<file path="config.mk">
export PLATFORM = sky130hd
export DESIGN_NAME = basic_io_ctrl
export DESIGN_NICKNAME = d
export VERILOG_FILES = /design/src/rtl/basic_io_pkg.sv /design/src/rtl/io_debounce.sv /design/src/rtl/basic_io_ctrl.sv
export SDC_FILE = /design/constraint.sdc
export NUM_CORES = 1
export LEC_CHECK = 0
export CORE_MARGIN = 5
export CORE_UTILIZATION = 30
export CTS_CLUSTER_DIAMETER = 150
export DETAILED_ROUTE_END_ITERATION = 10
export GPL_ROUTABILITY_DRIVEN = 0
export GPL_TIMING_DRIVEN = 1
export HOLD_SLACK_MARGIN = 0.1
export MAX_ROUTING_LAYER = met4
export PLACE_DENSITY = 0.51
export SLEW_MARGIN = 10
export SYNTH_ARGS = -nofsm -noshare
export SYNTH_HDL_FRONTEND = slang
export SYNTH_SLANG_ARGS = --single-unit
</file>
<file path="constraint.sdc">
create_clock -name OSC_FPGA -period 1.8 [get_ports OSC_FPGA]
set_clock_uncertainty 0.15 [all_clocks]
set_input_delay 0.36 -clock OSC_FPGA [delete_from_list [all_inputs] [get_ports OSC_FPGA]]
set_output_delay 0.36 -clock OSC_FPGA [all_outputs]
set_load 0.02 [all_outputs]
</file>
<file path="src/rtl/basic_io_pkg.sv">
// Shared types and helpers for the LogiPi basic I/O controller.
package basic_io_pkg;

  localparam int MODE_W = 2;

  typedef enum logic [MODE_W-1:0] {
    MODE_MIRROR = 2'd0,
    MODE_COUNT  = 2'd1,
    MODE_BLINK  = 2'd2,
    MODE_SHIFT  = 2'd3
  } mode_e;

  // Counter width able to hold 0..max_count-1, never narrower than one bit.
  function automatic int cnt_width(input int max_count);
    int w;
    w = $clog2(max_count);
    if (w < 1) begin
      w = 1;
    end else begin
      w = w;
    end
    return w;
  endfunction

endpackage

</file>
<file path="src/rtl/io_debounce.sv">
// Single-bit 2-flop synchroniser followed by a stability-count debouncer.
module io_debounce
  import basic_io_pkg::*;
#(
  parameter int DEB_CYCLES = 50000
) (
  input  logic OSC_FPGA,
  input  logic RST_N,
  input  logic din,
  output logic dout
);

  localparam int              CNT_W    = cnt_width(DEB_CYCLES);
  localparam logic [CNT_W-1:0] CNT_LAST = CNT_W'(DEB_CYCLES - 1);

  logic             sync1_r;
  logic             sync2_r;
  logic             deb_r;
  logic [CNT_W-1:0] cnt_r;

  // Two-flop synchroniser for the asynchronous pin.
  always_ff @(posedge OSC_FPGA or negedge RST_N) begin
    if (!RST_N) begin
      sync1_r <= 1'b0;
      sync2_r <= 1'b0;
    end else begin
      sync1_r <= din;
      sync2_r <= sync1_r;
    end
  end

  // Any return to the held value restarts the stability count.
  always_ff @(posedge OSC_FPGA or negedge RST_N) begin
    if (!RST_N) begin
      deb_r <= 1'b0;
      cnt_r <= '0;
    end else if (sync2_r == deb_r) begin
      cnt_r <= '0;
    end else if (cnt_r == CNT_LAST) begin
      deb_r <= sync2_r;
      cnt_r <= '0;
    end else begin
      cnt_r <= cnt_r + CNT_W'(1);
    end
  end

  assign dout = deb_r;

endmodule

</file>
<file path="src/rtl/basic_io_ctrl.sv">
// Board I/O controller: debounced buttons/switches, press pulses and LED modes.
// Build option BASIC_IO_BLINK_EN adds the BLINK mode and its prescaler.
module basic_io_ctrl
  import basic_io_pkg::*;
#(
  parameter int N_IO       = 2,
  parameter int DEB_CYCLES = 50000,
  parameter int BLINK_DIV  = 25000000
) (
  input  logic            OSC_FPGA,
  input  logic            RST_N,
  input  logic [N_IO-1:0] PB,
  input  logic [N_IO-1:0] SW,
  output logic [N_IO-1:0] LED,
  output logic [N_IO-1:0] PB_PRESS
);

  localparam logic [N_IO-1:0] SHIFT_INIT = {{(N_IO-1){1'b0}}, 1'b1};

  if (N_IO < 2 || DEB_CYCLES < 2 || BLINK_DIV < 2) begin : g_bad_param
    $error("basic_io_ctrl: N_IO, DEB_CYCLES and BLINK_DIV must all be >= 2");
  end

  logic [N_IO-1:0] pb_deb_s;
  logic [N_IO-1:0] sw_deb_s;
  logic [N_IO-1:0] pb_deb_prev_r;
  logic [N_IO-1:0] pb_rise_r;
  logic [N_IO-1:0] press_cnt_r;
  logic [N_IO-1:0] shift_reg_r;
  logic [N_IO-1:0] led_next_s;
  mode_e           mode_r;
  mode_e           mode_next_s;

  for (genvar i = 0; i < N_IO; i++) begin : g_deb
    io_debounce #(.DEB_CYCLES(DEB_CYCLES)) u_pb_deb (
      .OSC_FPGA (OSC_FPGA),
      .RST_N    (RST_N),
      .din      (PB[i]),
      .dout     (pb_deb_s[i])
    );
    io_debounce #(.DEB_CYCLES(DEB_CYCLES)) u_sw_deb (
      .OSC_FPGA (OSC_FPGA),
      .RST_N    (RST_N),
      .din      (SW[i]),
      .dout     (sw_deb_s[i])
    );
  end

  // Rising-edge detect on debounced buttons; PB_PRESS trails pb_rise by a cycle.
  always_ff @(posedge OSC_FPGA or negedge RST_N) begin
    if (!RST_N) begin
      pb_deb_prev_r <= '0;
      pb_rise_r     <= '0;
      PB_PRESS      <= '0;
    end else begin
      pb_deb_prev_r <= pb_deb_s;
      pb_rise_r     <= pb_deb_s & ~pb_deb_prev_r;
      PB_PRESS      <= pb_rise_r;
    end
  end

`ifdef BASIC_IO_BLINK_EN
  localparam int               PRE_W    = cnt_width(BLINK_DIV);
  localparam logic [PRE_W-1:0] PRE_LAST = PRE_W'(BLINK_DIV - 1);

  logic [PRE_W-1:0] prescale_r;
  logic             blink_phase_r;

  // Free-running prescaler; the phase flips once per full count.
  always_ff @(posedge OSC_FPGA or negedge RST_N) begin
    if (!RST_N) begin
      prescale_r    <= '0;
      blink_phase_r <= 1'b0;
    end else if (prescale_r == PRE_LAST) begin
      prescale_r    <= '0;
      blink_phase_r <= ~blink_phase_r;
    end else begin
      prescale_r    <= prescale_r + PRE_W'(1);
    end
  end
`endif

  // Mode sequencing on a bit-1 press; BLINK is skipped when it is not built.
  always_comb begin
    mode_next_s = mode_r;
    if (pb_rise_r[1]) begin
      case (mode_r)
        MODE_MIRROR: mode_next_s = MODE_COUNT;
`ifdef BASIC_IO_BLINK_EN
        MODE_COUNT:  mode_next_s = MODE_BLINK;
`else
        MODE_COUNT:  mode_next_s = MODE_SHIFT;
`endif
        MODE_BLINK:  mode_next_s = MODE_SHIFT;
        MODE_SHIFT:  mode_next_s = MODE_MIRROR;
        default:     mode_next_s = MODE_MIRROR;
      endcase
    end else begin
      mode_next_s = mode_r;
    end
  end

  // LED source selection from the registered mode and state.
  always_comb begin
    led_next_s = sw_deb_s;
    case (mode_r)
      MODE_MIRROR: led_next_s = sw_deb_s;
      MODE_COUNT:  led_next_s = press_cnt_r;
`ifdef BASIC_IO_BLINK_EN
      MODE_BLINK:  led_next_s = {N_IO{blink_phase_r}} & sw_deb_s;
`else
      MODE_BLINK:  led_next_s = sw_deb_s;
`endif
      MODE_SHIFT:  led_next_s = shift_reg_r;
      default:     led_next_s = sw_deb_s;
    endcase
  end

  // Mode, press counter, one-hot rotator and LED register.
  always_ff @(posedge OSC_FPGA or negedge RST_N) begin
    if (!RST_N) begin
      mode_r      <= MODE_MIRROR;
      press_cnt_r <= '0;
      shift_reg_r <= SHIFT_INIT;
      LED         <= '0;
    end else begin
      mode_r <= mode_next_s;
      LED    <= led_next_s;
      if (pb_rise_r[0]) begin
        press_cnt_r <= press_cnt_r + N_IO'(1);
        shift_reg_r <= {shift_reg_r[N_IO-2:0], shift_reg_r[N_IO-1]};
      end else begin
        press_cnt_r <= press_cnt_r;
        shift_reg_r <= shift_reg_r;
      end
    end
  end

endmodule

</file>
== Yosys cells after proc, flatten, opt, wreduce, memory -nomap -nowiden ==
Index checks and enable logic that the tools add are counted.

* Reductions and logical operators: 7
* Equal/unequal tests: 11
* Multiplexer cells: 10
* Add/subtract/negate cells: 5
* Bitwise gates (word level): 6

{| class="wikitable"
|+ Operator list
! cell !! count
|-
| two-way mux 16 bit || 8
|-
| adder 16 x 1 -> 16 bit, second input constant || 4
|-
| == test 16 bit, second input constant || 4
|-
| case mux 2 bit (3 select lines) || 2
|-
| AND reduction 2 bit || 4
|-
| == test 1 bit || 4
|-
| == test 2 bit, second input constant || 2
|-
| NOT 1 bit || 4
|-
| OR reduction 2 bit || 2
|-
| adder 2 x 1 -> 2 bit, second input constant || 1
|-
| bitwise AND 2 bit || 1
|-
| == test 2 x 1 -> 1 bit, second input constant || 1
|-
| zero test 2 bit || 1
|-
| NOT 2 bit || 1
|}

* Input port bits: 6
* Flip-flop bits (word level): 90
* Logic and storage cells: 62
* Output and inout bits: 4

== Depth between registers and ports, before layout ==
Gate-level depths: netlist of run 1.

* Word-level depth: 3
* Depth in mapped cells: 6
* Mapped depth without buffers: 5

== Hierarchy ==
From an unflattened synthesis of run 1, not the netlist that was laid out.

* Cells, all modules: 374
* Area, all modules: 4110.2 sq um

{| class="wikitable"
|+ Modules (own cells, without submodules)
! module !! instances !! seq. area each (sq um) !! cells an instance !! area an instance (sq um)
|-
| io_debounce || 4 || 475.5 || 84 || 895.9
|-
| basic_io_ctrl || 1 || 351.6 || 38 || 526.8
|}

== Worst setup path after synthesis of run 1 ==
No wires, ideal clock.

* Path type: flip-flop to flip-flop
* Start point: register g_deb[0].u_pb_deb.cnt_r[0]
* End point: register g_deb[0].u_pb_deb.cnt_r[14]
* Path slack: -0.016 ns
* Period minus slack after synthesis: 1.816 ns
* Cell stages (with the launch flop): 6
* Setup time: 0.119 ns
* Data arrival time: 1.547 ns
* Required time: 1.531 ns
* Path buffers: 1
* Cells stage by stage: dfrtp_1 > ha_1 > nand3_1 > o41ai_4 > buf_6 > nor2_1

* Longest elaborated chain between the ends: 3
* Elaborated cells on any way between the ends: 4
* Classes of those cells: add/sub (1); eq/ne (1); mux (2)

{| class="wikitable"
|+ RTL lines
! item !! RTL line !! text
|-
| start: declaration || io_debounce.sv:19 || <nowiki>logic [CNT_W-1:0] cnt_r;</nowiki>
|-
| start signal: assignment || io_debounce.sv:43 || <nowiki>cnt_r <= cnt_r + CNT_W'(1);</nowiki>
|-
| adder 16 x 1 -> 16 bit or == test 16 bit (tied branches) || io_debounce.sv:43, io_debounce.sv:39 ||
|-
| two-way mux 16 bit (*) || io_debounce.sv:39 || <nowiki>end else if (cnt_r == CNT_LAST) begin</nowiki>
|-
| two-way mux 16 bit (*) || io_debounce.sv:37 || <nowiki>end else if (sync2_r == deb_r) begin</nowiki>
|}

Every way passes the cells marked *; elsewhere a longest branch is shown, timed or not.
A chain may end at the register's enable or synchronous reset.

== Worst setup path in the final report of run 1 ==
* Start point: register g_deb[0].u_pb_deb.cnt_r[10]
* End point: register g_deb[0].u_pb_deb.deb_r

* Longest elaborated chain between the ends: 2

{| class="wikitable"
|+ RTL lines
! item !! RTL line !! text
|-
| == test 16 bit || io_debounce.sv:39 ||
|-
| AND reduction 2 bit (no line) || -- ||
|-
| end signal: assignment || io_debounce.sv:40 || <nowiki>deb_r <= sync2_r;</nowiki>
|-
| end: declaration || io_debounce.sv:18 || <nowiki>logic deb_r;</nowiki>
|}

Every way passes these cells.

==> flow_summary.yaml, run 1 <==
finish:
  fill_cells: 1291
  layout-drive-gt1-share_pct: 13.5
  final_common_cell: "dfrtp_1"
  area_delta_synth_final_pct: 22.2
  multi_input_area_um2: 1740
  layout_common_cells: "dfrtp_1 (89), nor2_1 (70), xnor2_1 (46)"
  fin_util_pct: 37.3
  regArea_um2: 2250
  finalNetCount: 430
  antenna_cells: 0
power:
  irDropWorstVdd_v: 0.000393
  sw_frac_of_total_pct: 21.2
  seqPwrFrac_pct: 48.5
  clock_power_share_pct: 47.8
  total_leakage_power_nw: 2.03
  p_per_area_nw_per_um2: 872
  switching_power_mw: 0.910
  combPwrFrac_pct: 3.7
  internal_power_mw: 3.38
sta:
  fin_crit_ps: 1720
  relSlewSlack_pct: 74.1
  fin_crit_sh_pct: 95.8
  rsz0062_at_grt: "true"
  setup_viol: 0
  worst_slew_pin_slew_ps: 387
  hold_viol_final: 0
  finalMaxSlewViolations: 0
  tns_ps: 0
  fmax_mhz: 580
global_route:
  overflow: 0
  grt_usage_pct: 10.4
  grt_start_max_net_pins: 32
  grt_pass1_wl_mm: 13.0
  antenna_found_initial: 0
  grt_pass1_vias: 2718
route:
  drt_iter0_markers: 164
  vias: 2708
  drt_pass1_iterations: 4
  antenna_left: 0
  via_per_inst: 4.54
  wl_per_cell_um: 12.4
  routed_wl_mm: 7.40
  drc: 0
yosys:
  synthesis.nets: 389
  yosys_warnings: 0
  synth-seq-area-share_pct: 56.0
  ys_seq_elements: 90
  synth_edf_count: 0
  async_flop_share_pct: 100
  synthCells: 375
  synth_cell_types: 29
  synth_area_um2: 4020
  synthFlopType: "dfrtp_1"
  syn_area_per_cell_um2: 10.7
die:
  die_y_um: 126
  die_x_um: 126
  fp.coreArea_um2: 13200
  rows: 42
  io_pins: 10
  initial_utilization_pct: 30.5
  die-area_um2: 15800
status:
  status: "finished clean"
cts:
  clock_latency_ps: 340
  path_clk_slew_ps: 60
  numCtsBuffers: 9
  cts_max_level: 3
  root_buffer: "clkbuf_16"
  cts_tree: "done"
  cts_sinks: 90
  cts.path.max_buffers: 2
worst_setup_path:
  worstPathCellList: "or3_4 > nor4_2 > mux2_2"
  worstPathArrival_ps: 1800
  slowest_delay_ps: 410
  crit_family: "simple AND/OR/NAND/NOR gates"
  reg2reg_setup_slack_ps: 80
  cp_slowest_cell: "or3_4"
  path_class: "reg2reg"
  setup.worst_path.start_class: "flop"
  endpoint_kind: "flop"
  crit_fanout: 2
  path_buf_inv: 0
  cp.required_ps: 1880
placement:
  hpwl_mm: 5.00
  io_buffer_count: 9
run:
  maxCapViolCount: 0
min_path:
  hp-class: "reg2reg"
==> power groups by stage <==
stage	Combinational (mW)	Clock, mW	Sequential [mW]
4_1_cts	0.164	2.11	2.08
3_3_place_gp	0.157	0	2.11
2_1_floorplan	0.0556	0	2.11
6_report	0.160	2.05	2.08
3_5_place_dp	0.162	0	2.11
5_1_grt	0.185	2.20	2.08
==> synthesized netlist by cell type (3+ instances only) <==
| cell | number | area, um2 |
|---|---|---|
| and3_1 | 6 | 37.5 |
| nor4_1 | 17 | 106 |
| inv_1 | 13 | 48.8 |
| mux2_2 | 6 | 67.6 |
| buf_2 | 3 | 15.0 |
| xnor2_1 | 46 | 403 |
| nor3_1 | 13 | 65.1 |
| o21ai_0 | 5 | 25.0 |
| xor2_1 | 14 | 123 |
| a21oi_1 | 3 | 15.0 |
| dfrtp_1 | 89 | 2230 |
| nand3_1 | 27 | 135 |
| nand4_1 | 14 | 87.6 |
| nand2_1 | 17 | 63.8 |
| nor2_1 | 70 | 263 |
| ha_1 | 8 | 100 |
| nor4b_1 | 3 | 26.3 |
| nor4bb_1 | 7 | 70.1 |
==> worst register-to-register path, stage by stage, from the launching register on <==
cell and delay, ps:
dfrtp_1 380, or3_4 410, nor4_2 300, mux2_2 360
==> sequential cells by signal, indices dropped and copies added, names as in the netlist <==
signal / count
LED: 2
PB_PRESS: 2
g_deb.u_pb_deb.cnt_r: 32
g_deb.u_pb_deb.dout: 2
g_deb.u_pb_deb.sync1_r: 2
g_deb.u_pb_deb.sync2_r: 2
g_deb.u_sw_deb.cnt_r: 32
g_deb.u_sw_deb.dout: 2
g_deb.u_sw_deb.sync1_r: 2
g_deb.u_sw_deb.sync2_r: 2
mode_r: 2
pb_deb_prev_r: 2
pb_rise_r: 2
press_cnt_r: 2
shift_reg_r: 2
==> per-layer routing <==
layer  GRT usage [%]  routed length [um]  up-vias
li1                -                   -     1367
met1            14.2                3770     1298
met2            14.3                3240       29
met3            2.03                 185       14
met4            5.87                 208        0
met5               -                   0        -
==> metrics by stage <==
| stage | hold WS, ps | instances | setup slack, ps | power (mW) | cell area [um2] |
|---|---|---|---|---|---|
| floorplan | -85.6 | 375 | 0.231 | 2.17 | 4020 |
| global placement | 153 | 580 | 43.4 | 2.27 | 4540 |
| detailed placement | 161 | 580 | 3.34 | 2.28 | 4540 |
| CTS | 199 | 597 | 9.82 | 4.35 | 4870 |
| global route | 217 | 597 | 5.07 | 4.46 | 4920 |
| finish | 197 | 597 | 76.5 | 4.29 | 4920 |
==> kinds of logic (layout without fill, tap and decap cells) <==
logic type,Yosys count,in the layout,share of synthesized area (%)
and+or+nand+nor,182,182,22.7
DFF,90,90,56.0
adders and majority gates,8,8,2.49
AOI/OAI and AO/OA,11,11,2.05
buffers and inverters,18,64,1.96
muxes,6,6,1.68
xor gates and xnor gates,60,60,13.1
==> cell type report <==
| type | instances | area share (%) |
|---|---|---|
| Clock buffer | 12 | 5.01 |
| Clock inverter | 4 | 1.53 |
| Inverter | 13 | 0.992 |
| Multi-Input combinational cell | 267 | 35.4 |
| Sequential cell | 90 | 45.8 |
| Tap cell | 176 | 4.48 |
| Timing Repair Buffer | 35 | 6.79 |
==> worst paths after layout <==
| path | from | endpoint | cells past startpoint |
|---|---|---|---|
| min in group asynchronous | RST_N | g_deb[1].u_pb_deb.cnt_r[15] | 2 |
| max reg2reg | g_deb[0].u_pb_deb.cnt_r[10] | g_deb[0].u_pb_deb.dout | 3 |
| min reg2reg | g_deb[1].u_pb_deb.sync1_r | g_deb[1].u_pb_deb.sync2_r | 0 |
| min | g_deb[1].u_pb_deb.sync1_r | g_deb[1].u_pb_deb.sync2_r | 0 |
| max in group asynchronous | RST_N | g_deb[0].u_sw_deb.cnt_r[8] | 3 |
| max | g_deb[0].u_pb_deb.cnt_r[10] | g_deb[0].u_pb_deb.dout | 3 |
==> what timing repair did <==
| action | in CTS | in global routing |
|---|---|---|
| pin swaps | 0 | 2 |
| buffers inserted | 0 | 0 |
| resized for setup | 5 | 8 |
| hold buffers | 1 | 0 |
| endpoints found under the setup margin | 12 | 32 |
| hold endpoints to repair | 22 | 0 |
Note: power is estimated with default switching activity, not from simulation.
==> run 2, diff against run 1 <==
- CORE_MARGIN: 5 -> unset
==> run 2 against run 1 <==
Effect of this change:
- cell area fell by 1.2%
- sequential share of layout area rose by 0.58 points
- via count fell by 0.59%
- combinational power fell by 10%
- sequential power barely moved
- clock power rose by 4%
- wire length fell by 5.4%
- register-to-register slack got worse by 20 ps
==> flow_summary.yaml, run 2 (synthesis results as in run 1) <==
status:
  status: "finished clean"
global_route:
  grt_pass1_wl_mm: 12.3
  antenna_found_initial: 0
  grt_pass1_vias: 2608
  grt_start_max_net_pins: 40
  grt_use_met2_pct: 17.1
  overflow: 0
  use_met1_pct: 14.3
  use_met3_pct: 4.12
  grt_busiest_layer: "met2"
  grt_usage_pct: 11.4
route:
  drt_iter0_markers: 71
  drc: 0
  antenna_left: 0
  wl_per_cell_um: 11.8
  drt_pass1_iterations: 4
  vias: 2692
  routed_wl_mm: 7.00
  via_per_inst: 4.55
placement:
  placed_area_um2: 4480
  hpwl_mm: 4.83
  io_buffer_count: 9
  placedCellCount: 574
worst_setup_path:
  crit_path_start: "g_deb[0].u_pb_deb.cnt_r[5]"
  r2r-start: "g_deb[0].u_pb_deb.cnt_r[5]"
  crit_family: "simple AND/OR/NAND/NOR gates"
  reg2reg_setup_slack_ps: 60
  setup.worst_path.start_class: "flop"
  crit_fanout: 8
  reg2regPathDepth: 5
  cp_slowest_cell: "dfrtp_1"
  worstPathArrival_ps: 1820
  r2r-end: "g_deb[0].u_pb_deb.cnt_r[6]"
  path_buf_inv: 1
  cp.depth: 5
  path_class: "reg2reg"
  slowest_delay_ps: 390
  cp.required_ps: 1880
  endpoint_kind: "flop"
  crit_end: "g_deb[0].u_pb_deb.cnt_r[6]"
  worstPathCellList: "nor4bb_1 > nand2_1 > o41ai_4 > buf_4 > nor2_1"
sta:
  rsz0062_at_grt: "true"
  hold_viol_final: 0
  fin_crit_sh_pct: 96.7
  relSlewSlack_pct: 72.8
  worst_slew_pin_slew_ps: 405
  fmax_mhz: 575
  finalMaxSlewViolations: 0
  setup_viol: 0
  fin_crit_ps: 1740
cts:
  cts_sinks: 90
  clock_latency_ps: 340
  cts_tree: "done"
  cts_max_level: 3
  path_clk_slew_ps: 60
  numCtsBuffers: 9
  cts_setup_buffers: 0
  root_buffer: "clkbuf_16"
  cts.path.max_buffers: 2
power:
  total_leakage_power_nw: 2.03
  p_per_area_nw_per_um2: 898
  irDropWorstVdd_v: 0.000569
die:
  die_x_um: 118
  initial_utilization_pct: 31.4
  die_y_um: 118
  rows: 41
  fp.coreArea_um2: 12800
  io_pins: 10
  die-area_um2: 13900
finish:
  reg.largest.list: "g_deb.u_pb_deb.cnt_r (32), g_deb.u_sw_deb.cnt_r (32)"
  fin_cells: 591
  final_common_cell: "dfrtp_1"
  antenna_cells: 0
  finalNetCount: 428
  layout-drive-gt1-share_pct: 12.9
  area_delta_synth_final_pct: 20.7
  layout_common_cells: "dfrtp_1 (89), nor2_1 (70), xnor2_1 (46)"
  final_area_um2: 4860
run:
  maxCapViolCount: 0
min_path:
  hp-class: "reg2reg"
run 2: where the power goes:
part | leakage, nW | internal, mW | switching [mW]
registers | 1.23 | 2.05 | 0.0252
clock network | 0.163 | 1.36 | 0.777
logic | 0.642 | 0.0596 | 0.0847
total | 2.03 | 3.47 | 0.887
run 2: repair_timing:
action                     4_1_cts  5_1_grt
hold endpoints to repair        24        0
hold buffers                     1        0
resized for setup                3        6
setup endpoints to repair        3       22
pin swaps                        0        1
gates cloned                     0        0
run 2: final cells by class:
cell class | count | area (um2)
clock inverters | 6 | 115
fillers | 1284 | 7970
clock buffers | 10 | 229
inverters | 13 | 48.8
well taps | 172 | 215
flip-flops and latches | 90 | 2250
repair buffers | 33 | 285
multi-input cells | 267 | 1710
run 2: worst register-to-register path, delay by kind of cell, from the launching register on:
kind | cells | cell delay, ps
buffers and inverters | 1 | 220
DFF | 1 | 390
AOI/OAI and AO/OA | 1 | 390
and+or+nand+nor | 3 | 480
run 2: stage by stage:
step	total power [mW]	utilization (%)	worst slack, ps	TNS [ps]	hold slack, ps
4_1_cts	4.45	37.7	6.97	0	201
5_1_grt	4.57	37.9	-34.2	-238	222
6_report	4.36	37.9	59.4	0	198
3_5_place_dp	2.26	34.9	27.0	0	156
2_1_floorplan	2.17	-	0.231	0	-85.6
3_3_place_gp	2.26	34.9	49.5	0	153
run 2: per-layer routing:
metal	wire length, um	part of all wire (%)
met5	0	0
met4	110	1.6
met3	200	2.9
met2	3140	45
met1	3550	51
run 2: worst min-delay path by stage:
stage | endpoint | slack [ps] | from | cells after the start
after global routing | g_deb[1].u_pb_deb.sync2_r | 220 | g_deb[1].u_pb_deb.sync1_r | 0
final | g_deb[1].u_pb_deb.sync2_r | 200 | g_deb[1].u_pb_deb.sync1_r | 0
after global placement | g_deb[1].u_pb_deb.cnt_r[7] | 150 | RST_N | 1
after detailed placement | g_deb[1].u_pb_deb.cnt_r[7] | 160 | RST_N | 1
after floorplan | LED[0] | -90 | RST_N | 0
after CTS | g_deb[1].u_pb_deb.sync2_r | 200 | g_deb[1].u_pb_deb.sync1_r | 0
==> run 3, diff against run 2 <==
- CORE_UTILIZATION: 30 -> 42
- PLACE_DENSITY: 0.51 -> 0.65
- SKIP_LAST_GASP: unset -> 1
==> run 3 against run 2 <==
Effect of this change:
- via count rose by 0.22%
- sequential power about the same
- register-to-register slack worse by 20 ps
- cell area down 3.7%
- first-iteration DRC count decreased by 1.4%
- utilization increased by 13 points
- clock-buffer cell count unchanged
- hold slack better by 2.7 ps
==> flow_summary.yaml, run 3 (synthesis results as in run 1) <==
sta:
  fin_crit_sh_pct: 97.6
  hold_viol_final: 0
  worst_slew_pin_slew_ps: 351
  fin_crit_ps: 1760
  rsz0062_at_grt: "true"
  relSlewSlack_pct: 76.5
  fmax_mhz: 569
  setup_viol: 0
  finalMaxSlewViolations: 0
  tns_ps: 0
power:
  clock_power_share_pct: 39.7
  combPwrFrac_pct: 4.0
  p_per_area_nw_per_um2: 788
  sw_frac_of_total_pct: 21.6
  internal_power_mw: 2.89
  seqPwrFrac_pct: 56.3
  irDropWorstVdd_v: 0.000443
  switching_power_mw: 0.797
  total_leakage_power_nw: 1.98
finish:
  antenna_cells: 0
  fin_cells: 544
  layout-drive-gt1-share_pct: 12.3
  layout_common_cells: "dfrtp_1 (89), nor2_1 (70), xnor2_1 (46)"
  finalNetCount: 425
  area_delta_synth_final_pct: 16.3
  final_common_cell: "dfrtp_1"
  reg.largest.list: "g_deb.u_pb_deb.cnt_r (32), g_deb.u_sw_deb.cnt_r (32)"
worst_setup_path:
  crit_fanout: 16
  crit_family: "simple AND/OR/NAND/NOR gates"
  path_buf_inv: 1
  worstPathArrival_ps: 1840
  cp_slowest_cell: "dfrtp_1"
  worstPathCellList: "nor4bb_2 > nand2_1 > o41ai_4 > buf_12 > nor2_1"
  slowest_delay_ps: 410
  setup.worst_path.start_class: "flop"
  endpoint_kind: "flop"
  cp.required_ps: 1880
  path_class: "reg2reg"
placement:
  placedCellCount: 528
  io_buffer_count: 9
  hpwl_mm: 4.60
die:
  fp.coreArea_um2: 9240
  rows: 35
  io_pins: 10
  die_y_um: 99.9
  die-area_um2: 9970
  die_x_um: 99.9
  initial_utilization_pct: 43.5
cts:
  path_clk_slew_ps: 90
  cts_sinks: 90
  root_buffer: "clkbuf_8"
  numCtsBuffers: 9
  cts_max_level: 3
  cts_tree: "done"
  cts.path.max_buffers: 2
  clock_latency_ps: 350
  cts_setup_buffers: 0
global_route:
  grt_usage_pct: 15.5
  overflow: 0
  grt_pass1_wl_mm: 12.0
  grt_start_max_net_pins: 36
  grt_pass1_vias: 2720
  antenna_found_initial: 0
status:
  status: "finished clean"
route:
  wl_per_cell_um: 12.3
  vias: 2698
  routed_wl_mm: 6.71
  antenna_left: 0
  drt_iter0_markers: 70
  drc: 0
  via_per_inst: 4.96
  drt_pass1_iterations: 4
min_path:
  hp-class: "reg2reg"
run:
  maxCapViolCount: 0
## run 3: changes by cell type in the layout (fill, tap and decap cells not counted), moves of 2 or more
cell | previous run | this run
buf_12 | 1 | 3
buf_4 | 22 | 18
clkbuf_16 | 9 | 0
clkbuf_8 | 0 | 9
clkinv_2 | 0 | 2
clkinv_4 | 2 | 0
## run 3: layout make-up
class                           instances  area [um2]
Timing Repair Buffer                   30         288
Sequential cell                        90        2250
Clock buffer                           10         128
Inverter                               13        48.8
Fill cell                             836        4560
Multi-Input combinational cell        267        1720
Clock inverter                          5        78.8
Tap cell                              129         161
## run 3: repair_timing
item,CTS,global route
gates resized for setup,3,6
hold buffers,1,0
hold endpoints to repair,89,0
setup endpoints to repair,17,35
pin swaps,0,0
## run 3: power groups by stage
stage | Clock [mW] | Sequential (mW) | Combinational, mW
floorplan | 0 | 2.11 | 0.0556
detailed placement | 0 | 2.12 | 0.149
CTS | 1.52 | 2.08 | 0.152
global route | 1.59 | 2.08 | 0.168
global placement | 0 | 2.11 | 0.146
finish | 1.46 | 2.08 | 0.147
## run 3: routing by layer
metal,global-route usage [%],up-vias,wire [um]
met5,-,-,0
met4,6.79,0,115
met3,2.92,10,130
met2,24.2,24,3150
met1,19.8,1308,3320
li1,-,1356,-
## run 3: per-stage QoR
step / worst slack (ps) / hold WS (ps) / total power, mW / instance area [um2] / util (%)
after floorplan: 0.231 / -85.6 / 2.17 / 4020 / -
after global placement: 66.8 / 133 / 2.26 / 4430 / 47.9
after detailed placement: 15.2 / 136 / 2.26 / 4430 / 47.9
after CTS: 1.50 / 206 / 3.74 / 4650 / 50.3
after global routing: -74.5 / 218 / 3.84 / 4680 / 50.6
final: 43.5 / 200 / 3.68 / 4680 / 50.6
## run 3: path summary, 6_finish.rpt
check | from | to | slack (ps) | cells past startpoint
max reg2reg | g_deb[0].u_pb_deb.cnt_r[4] | g_deb[0].u_pb_deb.cnt_r[11] | 40 | 5
min | g_deb[1].u_sw_deb.sync1_r | g_deb[1].u_sw_deb.sync2_r | 200 | 0
min reg2reg | g_deb[1].u_sw_deb.sync1_r | g_deb[1].u_sw_deb.sync2_r | 200 | 0
max in group asynchronous | RST_N | shift_reg_r[0] | 650 | 3
max | g_deb[0].u_pb_deb.cnt_r[4] | g_deb[0].u_pb_deb.cnt_r[11] | 40 | 5
min in group asynchronous | RST_N | g_deb[1].u_sw_deb.cnt_r[13] | 290 | 2
## run 3: worst register-to-register path, cell delays in order (launching register included)
cell and delay [ps]:
dfrtp_1 410, nor4bb_2 290, nand2_1 150, o41ai_4 400, buf_12 190, nor2_1 60
